$ cat src/rtl/spi_xfer_ctrl.sv
// spi_xfer_ctrl
// Sequencer and arbiter in front of a byte-wide SPI shift engine. It shares
// the engine between single-byte CPU writes and multi-byte DMA blocks, runs
// DMA blocks byte by byte (fetch, exchange, optional store) and drives the
// card chip-select. The engine has no busy flag, so completion of every byte
// is tracked with a local down-counter started on the engine start strobe.
//
// Ports:
//   clk, rst                  clock, asynchronous active-high reset
//   cs_we, cs_d, cs_n         chip-select register write / value / pin (active-low)
//   cpu_wr, cpu_wdata         CPU byte write strobe and data
//   cpu_busy, cpu_rdata       CPU byte pending or in flight / last received byte
//   dma_go, dma_len, dma_dir  DMA block start, length (0 = 2^LEN_W), direction
//   dma_active, dma_done      DMA in progress / 1-clock completion pulse
//   mem_rd_req/ack/data       memory fetch handshake (DMA memory->SPI)
//   mem_wr_req/ack/data       memory store handshake (DMA SPI->memory)
//   spi_cpu_req/din           engine CPU request and byte
//   spi_dma_req/din           engine DMA request and byte
//   spi_start, spi_dout       engine start strobe and received byte
module spi_xfer_ctrl #(
  parameter int BYTE_CLKS = 17,
  parameter int LEN_W     = 9
) (
  input  logic             clk,
  input  logic             rst,
  input  logic             cs_we,
  input  logic             cs_d,
  output logic             cs_n,
  input  logic             cpu_wr,
  input  logic [7:0]       cpu_wdata,
  output logic             cpu_busy,
  output logic [7:0]       cpu_rdata,
  input  logic             dma_go,
  input  logic [LEN_W-1:0] dma_len,
  input  logic             dma_dir,
  output logic             dma_active,
  output logic             dma_done,
  output logic             mem_rd_req,
  input  logic             mem_rd_ack,
  input  logic [7:0]       mem_rd_data,
  output logic             mem_wr_req,
  input  logic             mem_wr_ack,
  output logic [7:0]       mem_wr_data,
  output logic             spi_cpu_req,
  output logic [7:0]       spi_cpu_din,
  output logic             spi_dma_req,
  output logic [7:0]       spi_dma_din,
  input  logic             spi_start,
  input  logic [7:0]       spi_dout
);

  localparam int TMR_W = $clog2(BYTE_CLKS + 1);

  typedef enum logic [2:0] {
    IDLE,
    CPU_XFER,
    CPU_WAIT,
    DMA_FETCH,
    DMA_SEND,
    DMA_WAIT,
    DMA_STORE,
    DMA_NEXT
  } state_t;

  state_t           state, state_next;
  logic             cs_reg;
  logic             pending;
  logic [7:0]       cpu_byte;
  logic             dir_reg;
  logic [LEN_W:0]   remaining;
  logic [7:0]       tx_byte;
  logic [TMR_W-1:0] timer;
  logic             waiting;
  logic             expiry;
  logic             start_seen;

  // Timer runs only in the two wait states; it expires when it reaches 0,
  // which is BYTE_CLKS clocks after the start strobe was seen.
  assign waiting    = (state == CPU_WAIT) || (state == DMA_WAIT);
  assign expiry     = waiting && (timer == '0);
  assign start_seen = spi_start && ((state == CPU_XFER) || (state == DMA_SEND));

  always_ff @(posedge clk or posedge rst) begin
    if (rst) state <= IDLE;
    else     state <= state_next;
  end

  always_comb begin
    state_next = state;
    case (state)
      IDLE: begin
        // A pending CPU byte wins over a simultaneous DMA start.
        if (pending)     state_next = CPU_XFER;
        else if (dma_go) state_next = DMA_FETCH;
      end
      CPU_XFER:  if (spi_start) state_next = CPU_WAIT;
      CPU_WAIT:  if (expiry)    state_next = IDLE;
      DMA_FETCH: if (dir_reg || mem_rd_ack) state_next = DMA_SEND;
      DMA_SEND:  if (spi_start) state_next = DMA_WAIT;
      DMA_WAIT:  if (expiry)    state_next = dir_reg ? DMA_STORE : DMA_NEXT;
      DMA_STORE: if (mem_wr_ack) state_next = DMA_NEXT;
      DMA_NEXT:  state_next = (remaining == 1) ? IDLE : DMA_FETCH;
      default:   state_next = IDLE;
    endcase
  end

  always_comb begin
    cs_n        = !cs_reg;
    cpu_busy    = pending || (state == CPU_XFER) || (state == CPU_WAIT);
    spi_cpu_req = (state == CPU_XFER);
    spi_cpu_din = (state == CPU_XFER) ? cpu_byte : 8'h00;
    spi_dma_req = (state == DMA_SEND);
    spi_dma_din = (state == DMA_SEND) ? tx_byte : 8'h00;
    mem_rd_req  = (state == DMA_FETCH) && !dir_reg;
    mem_wr_req  = (state == DMA_STORE);
    dma_done    = (state == DMA_NEXT) && (remaining == 1);
    dma_active  = (state == DMA_FETCH) || (state == DMA_SEND) ||
                  (state == DMA_WAIT)  || (state == DMA_STORE) ||
                  (state == DMA_NEXT);
  end

  // Byte timer: loaded on the start strobe, counted down while waiting.
  always_ff @(posedge clk or posedge rst) begin
    if (rst) begin
      timer <= '0;
    end else if (start_seen) begin
      timer <= TMR_W'(BYTE_CLKS - 1);
    end else if (waiting && (timer != '0)) begin
      timer <= timer - 1'b1;
    end
  end

  // Chip-select register and the CPU pending latch. A new CPU byte is only
  // accepted while nothing is pending or in flight, so a clear and a set of
  // pending never coincide.
  always_ff @(posedge clk or posedge rst) begin
    if (rst) begin
      cs_reg   <= 1'b0;
      pending  <= 1'b0;
      cpu_byte <= 8'h00;
    end else begin
      if (cs_we) cs_reg <= cs_d;
      if ((state == CPU_WAIT) && expiry) begin
        pending <= 1'b0;
      end else if (cpu_wr && !cpu_busy) begin
        pending  <= 1'b1;
        cpu_byte <= cpu_wdata;
      end
    end
  end

  // DMA datapath: block setup, transmit byte selection, received-byte
  // capture and byte countdown.
  always_ff @(posedge clk or posedge rst) begin
    if (rst) begin
      cpu_rdata   <= 8'hFF;
      dir_reg     <= 1'b0;
      remaining   <= '0;
      tx_byte     <= 8'h00;
      mem_wr_data <= 8'h00;
    end else begin
      if (expiry) cpu_rdata <= spi_dout;
      if ((state == IDLE) && !pending && dma_go) begin
        dir_reg   <= dma_dir;
        remaining <= (dma_len == '0) ? {1'b1, {LEN_W{1'b0}}} : {1'b0, dma_len};
      end
      if (state == DMA_FETCH) begin
        if (dir_reg)         tx_byte <= 8'hFF;
        else if (mem_rd_ack) tx_byte <= mem_rd_data;
      end
      if ((state == DMA_WAIT) && expiry && dir_reg) mem_wr_data <= spi_dout;
      if (state == DMA_NEXT) remaining <= remaining - 1'b1;
    end
  end

endmodule

$ cat config.mk
export PLATFORM = sky130hd
export DESIGN_NAME = spi_xfer_ctrl
export DESIGN_NICKNAME = d
export VERILOG_FILES = /design/src/rtl/spi_xfer_ctrl.sv
export SDC_FILE = /design/constraint.sdc
export NUM_CORES = 1
export LEC_CHECK = 0
export BUFFER_PORTS_ARGS = -buffer_cell sky130_fd_sc_hd__buf_2
export CORE_ASPECT_RATIO = 0.75
export CORE_MARGIN = 5
export CORE_UTILIZATION = 40
export CTS_BUF_LIST = sky130_fd_sc_hd__clkbuf_2
export CTS_CLUSTER_SIZE = 16
export DETAILED_ROUTE_END_ITERATION = 7
export GPL_TIMING_DRIVEN = 1
export PLACE_DENSITY = 0.61
export SYNTH_ARGS = -nofsm -noshare
export SYNTH_HDL_FRONTEND = slang
export SYNTH_SLANG_ARGS = --single-unit
$ cat constraint.sdc
create_clock -name clk -period 3.5 [get_ports clk]
set_input_delay 0.7 -clock clk [delete_from_list [all_inputs] [get_ports clk]]
set_output_delay 0.7 -clock clk [all_outputs]
set_load 0.05 [all_outputs]
Word level (Yosys, flattened, before mapping)
Cells that the tools add are included.
- $add $sub $neg: 2
- equality and inequality tests: 15
- muxes and demuxes: 22
- bitwise operators: 1
- reduce and logical (&&, ||, !) cells: 35
- operator list (operator ; count):
    $mux 8 ; 4
    $mux 10 ; 3
    $mux 3 ; 8
    $pmux 3 s8 ; 1
    $eq 3x3->1 const B ; 4
    $logic_and 1x1->1 ; 11
    $eq 10x1->1 const B ; 1
    $mux 5 ; 2
    $sub 10x1->10 const B ; 1
    $logic_not 9->1 ; 1
    $logic_or 1x1->1 ; 9
    $reduce_bool 2->1 ; 4
    $reduce_and 7->1 ; 1
    $eq 3x2->1 const B ; 2
    $ne 2x1->1 const B ; 3
    $ne 2x2->1 const B ; 3
    $logic_not 5->1 ; 1
    $reduce_bool 5->1 ; 1
    $sub 5x1->5 const B ; 1
    $logic_not 1->1 ; 4
    $reduce_and 2->1 ; 2
    $eq 3x1->1 const B ; 1
    $logic_not 3->1 ; 1
    $mux 1 ; 3
    other kinds (3) ; 3
- bits in registers: 53
- input bits: 43
- output and inout bits: 40
- logic and storage cells: 85

Longest topological paths before layout
- depth after elaboration: 7
- mapped depth: 7
- gate-level depth less buffers: 6

Least setup slack after synthesis
OpenSTA, ideal clock, no wires.
- path type: register -> output
- from: register state[2]
- to: output spi_dma_din[0]
- arrival: 2.627 ns
- data required time: 2.800 ns
- slack: 0.173 ns
- cell stages (with the launch flop): 6
- path buffers: 2
- path through: dfrtp_1 buf_2 buf_6 inv_1 nor3_1 and2_1
- longest elaborated chain between the ends: 2
- RTL lines (item ; line ; RTL):
    start, declared ; 65 ; state_t state, state_next;
    start signal, assigned ; 85 ; else state <= state_next;
    $eq 3x3->1 ; n/a ;
    via spi_dma_req ; 46 ; output logic spi_dma_req,
    $mux 8 ; 113 ; spi_dma_din = (state == DMA_SEND) ? tx_byte : 8'h00;
    end, declared ; 47 ; output logic [7:0] spi_dma_din,
The timed path passes the listed nets, and every way through them passes these cells.

Worst setup path in the final report
- from: register state[0]
- to: output spi_cpu_din[0]
- longest elaborated chain between the ends: 2
- RTL lines (item ; line ; RTL):
    $eq 3x1->1 ; 111 ; spi_cpu_din = (state == CPU_XFER) ? cpu_byte : 8'h00;
    $mux 8 ; 111 ;
    end, declared ; 45 ; output logic [7:0] spi_cpu_din,
No other way between the ends.

==> summary.txt <==
R2R Path Start -> timer[0]
EDFF count, synth -> 0
fill cell count -> 653
share of cells above drive strength 1 -> 0.392
# hold bufs at CTS -> 0
first-pass GRT wire length -> 10100 um
hold_ws -> 0.143 ns
Design Area, Final -> 3240 um^2
Die Y -> 81.5 um
Arr. time, crit path -> 2.22 ns
Post-synth ARST share -> 1.00
drt wl/cell -> 14.6 um
Avg Cell Area, Syn -> 10.4 um^2
vias post-DR -> 2213
Tot GR Track Use -> 0.147
DP Worst Slack -> 1.09 ns
Max Cap Viol -> 0
dpl hpwl -> 4630 um
Largest Register -> remaining
Tcrit/Tclk final -> 0.833
CP Launch Type -> flop
Congestion Overflow GR -> 0
I/O pins -> 83
first drt pass iteration count -> 5
prevailing post-synth register cell -> dfrtp_1
Max VDD drop -> 0.426 mV
worst path required time -> 2.80 ns
fmax -> 343 MHz
Resized cells post-CTS -> 0
static leakage -> 1.56 nW
Synth Register Bits -> 53
drt drc -> 0
Worst slew margin -> 0.407
PwrDens -> 910 nW/um^2
sequential fraction of the synthesis area -> 0.490
Mapped Nets -> 309
final setup margin -> 0.584 ns
Final Max Slew Viols -> 0
register area -> 1340 um^2
post-route insts no fill -> 428
Worst Tran Pin Value -> 0.885 ns
RSZ-0062 raised after global routing -> false
Crit Path Max Fanout -> 19
Starting Density -> 0.405
Setup Total Neg Slack -> 0 ns
# setup viols final -> 0
Placeable Area -> 6730 um^2
clk_lat worst skew -> 0.43 ns
Mapped Area -> 2730 um^2
Iter 0 DRT Violations -> 181
CTS Buffer Depth -> 2
placed instance area -> 3170 um^2
antenna violations before repair -> 0
vias in the first global route -> 2045
clock slew at reported path FFs -> 0.27 ns
total power -> 2.95 mW
Die ar. -> 8590 um^2
final design utilization -> 0.482
Post-CTS Setup Bufs -> 0
clk_skew -> 0.0114 ns
H-tree levels -> 2
Die Wd -> 105 um
Syn Inst Count -> 263
Critical Path Start -> state[0]
area grow syn2layout -> 18.8%
ANT cells -> 0
IO Port Bufs -> 82
Placer Congestion -> 0.825
crit end category -> output port
internal reg-to-reg setup slack -> 1.25 ns
Routed Antenna Nets -> 0
Final nets -> 389
Final Hold Vio Count -> 0
status -> complete, no violations
Period minus WS final -> 2.92 ns
row count -> 26
Routed WL -> 6250 um
Netlist cell types -> 50
max FFs per register -> 10
vias per cell -> 5.17
WS Path Type -> reg -> out
Multi-input gate area -> 1270 um^2
dpl cells -> 420
CTS Buf Count -> 5
CTS sink cnt -> 53
hold crit path type -> in -> async
CTS root buf -> clkbuf_2
CTS tree -> built
largest net degree at the start of global routing -> 41
yosys warns -> 0
==> layout by cell type (no fill, tap or decap), types with 8 or more instances in the layout <==
master and count:
and2_1 18, buf_2 82, a21oi_1 20, dfstp_2 8, nand2_1 15, mux2_2 24
nor2_1 31, dfrtp_1 45, nor4_1 8, inv_1 9
==> path summary, 6_finish.rpt <==
| check | to | cells past startpoint |
|---|---|---|
| min in group clk | dir_reg | 3 |
| max reg2reg | mem_wr_data[3] | 5 |
| max in group asynchronous | cpu_rdata[3] | 3 |
| min reg2reg | cpu_byte[0] | 1 |
| max | spi_cpu_din[0] | 4 |
| min | cpu_byte[3] | 2 |
==> critical path, stage by stage, from the launching register on <==
cell and delay, ns:
dfrtp_1 0.75, nand2b_1 0.13, nor2_1 0.43, and2_1 0.21, buf_2 0.26
==> synthesized netlist by cell type (2+ instances only) <==
cell type  instances  area, um^2
dfrtp_1           45        1130
nor2_1            31         116
mux2_2            24         270
a21oi_1           20         100
and2_1            18         113
nand2_1           15        56.3
inv_1             10        37.5
dfstp_2            8         210
nor4_1             8        50.1
nand3_1            7        35.0
nor3_1             7        35.0
o21ai_0            7        35.0
o211ai_1           5        37.5
buf_6              4        45.0
and3_1             3        18.8
buf_2              3        15.0
clkbuf_1           3        11.3
ha_1               3        37.5
nor4b_1            3        26.3
o221a_2            3        33.8
a221o_1            2        20.0
nand2b_1           2        12.5
nand4_1            2        12.5
o311a_1            2        20.0
xnor2_1            2        17.5
xor2_1             2        17.5
==> cells by family (layout without fill, tap and decap cells) <==
group / after synthesis / after routing / share of synthesized area
compound gates: 51 / 51 / 0.131
xor+xnor: 4 / 4 / 0.0128
fa+ha+maj: 3 / 3 / 0.0138
buf+inv: 21 / 102 / 0.0449
flops: 53 / 53 / 0.490
mux: 24 / 24 / 0.0990
simple gates: 107 / 107 / 0.209
==> power by group <==
| part | leakage [nW] | internal [mW] | total (mW) | switching (mW) |
|---|---|---|---|---|
| clock | 0.0432 | 0.125 | 0.325 | 0.199 |
| combinational | 0.895 | 0.503 | 1.47 | 0.970 |
| sequential | 0.625 | 0.898 | 1.15 | 0.254 |
| total | 1.56 | 1.53 | 2.95 | 1.42 |
==> cell type report <==
| class | count | area share |
|---|---|---|
| clock buffer | 6 | 0.00926 |
| tap | 84 | 0.0324 |
| inverter | 10 | 0.0116 |
| clock inverter | 2 | 0.0120 |
| timing repair buffer | 84 | 0.131 |
| sequential | 53 | 0.412 |
| multi-input combinational | 189 | 0.392 |
==> layer usage <==
metal	global-route usage	share of wire	up-vias
li1	-	-	1095
met1	0.209	0.48	1032
met2	0.219	0.43	81
met3	0.0479	0.085	5
met4	0.0354	0.0064	0
met5	0	0	-
Note: power is estimated with default switching activity, not from simulation.
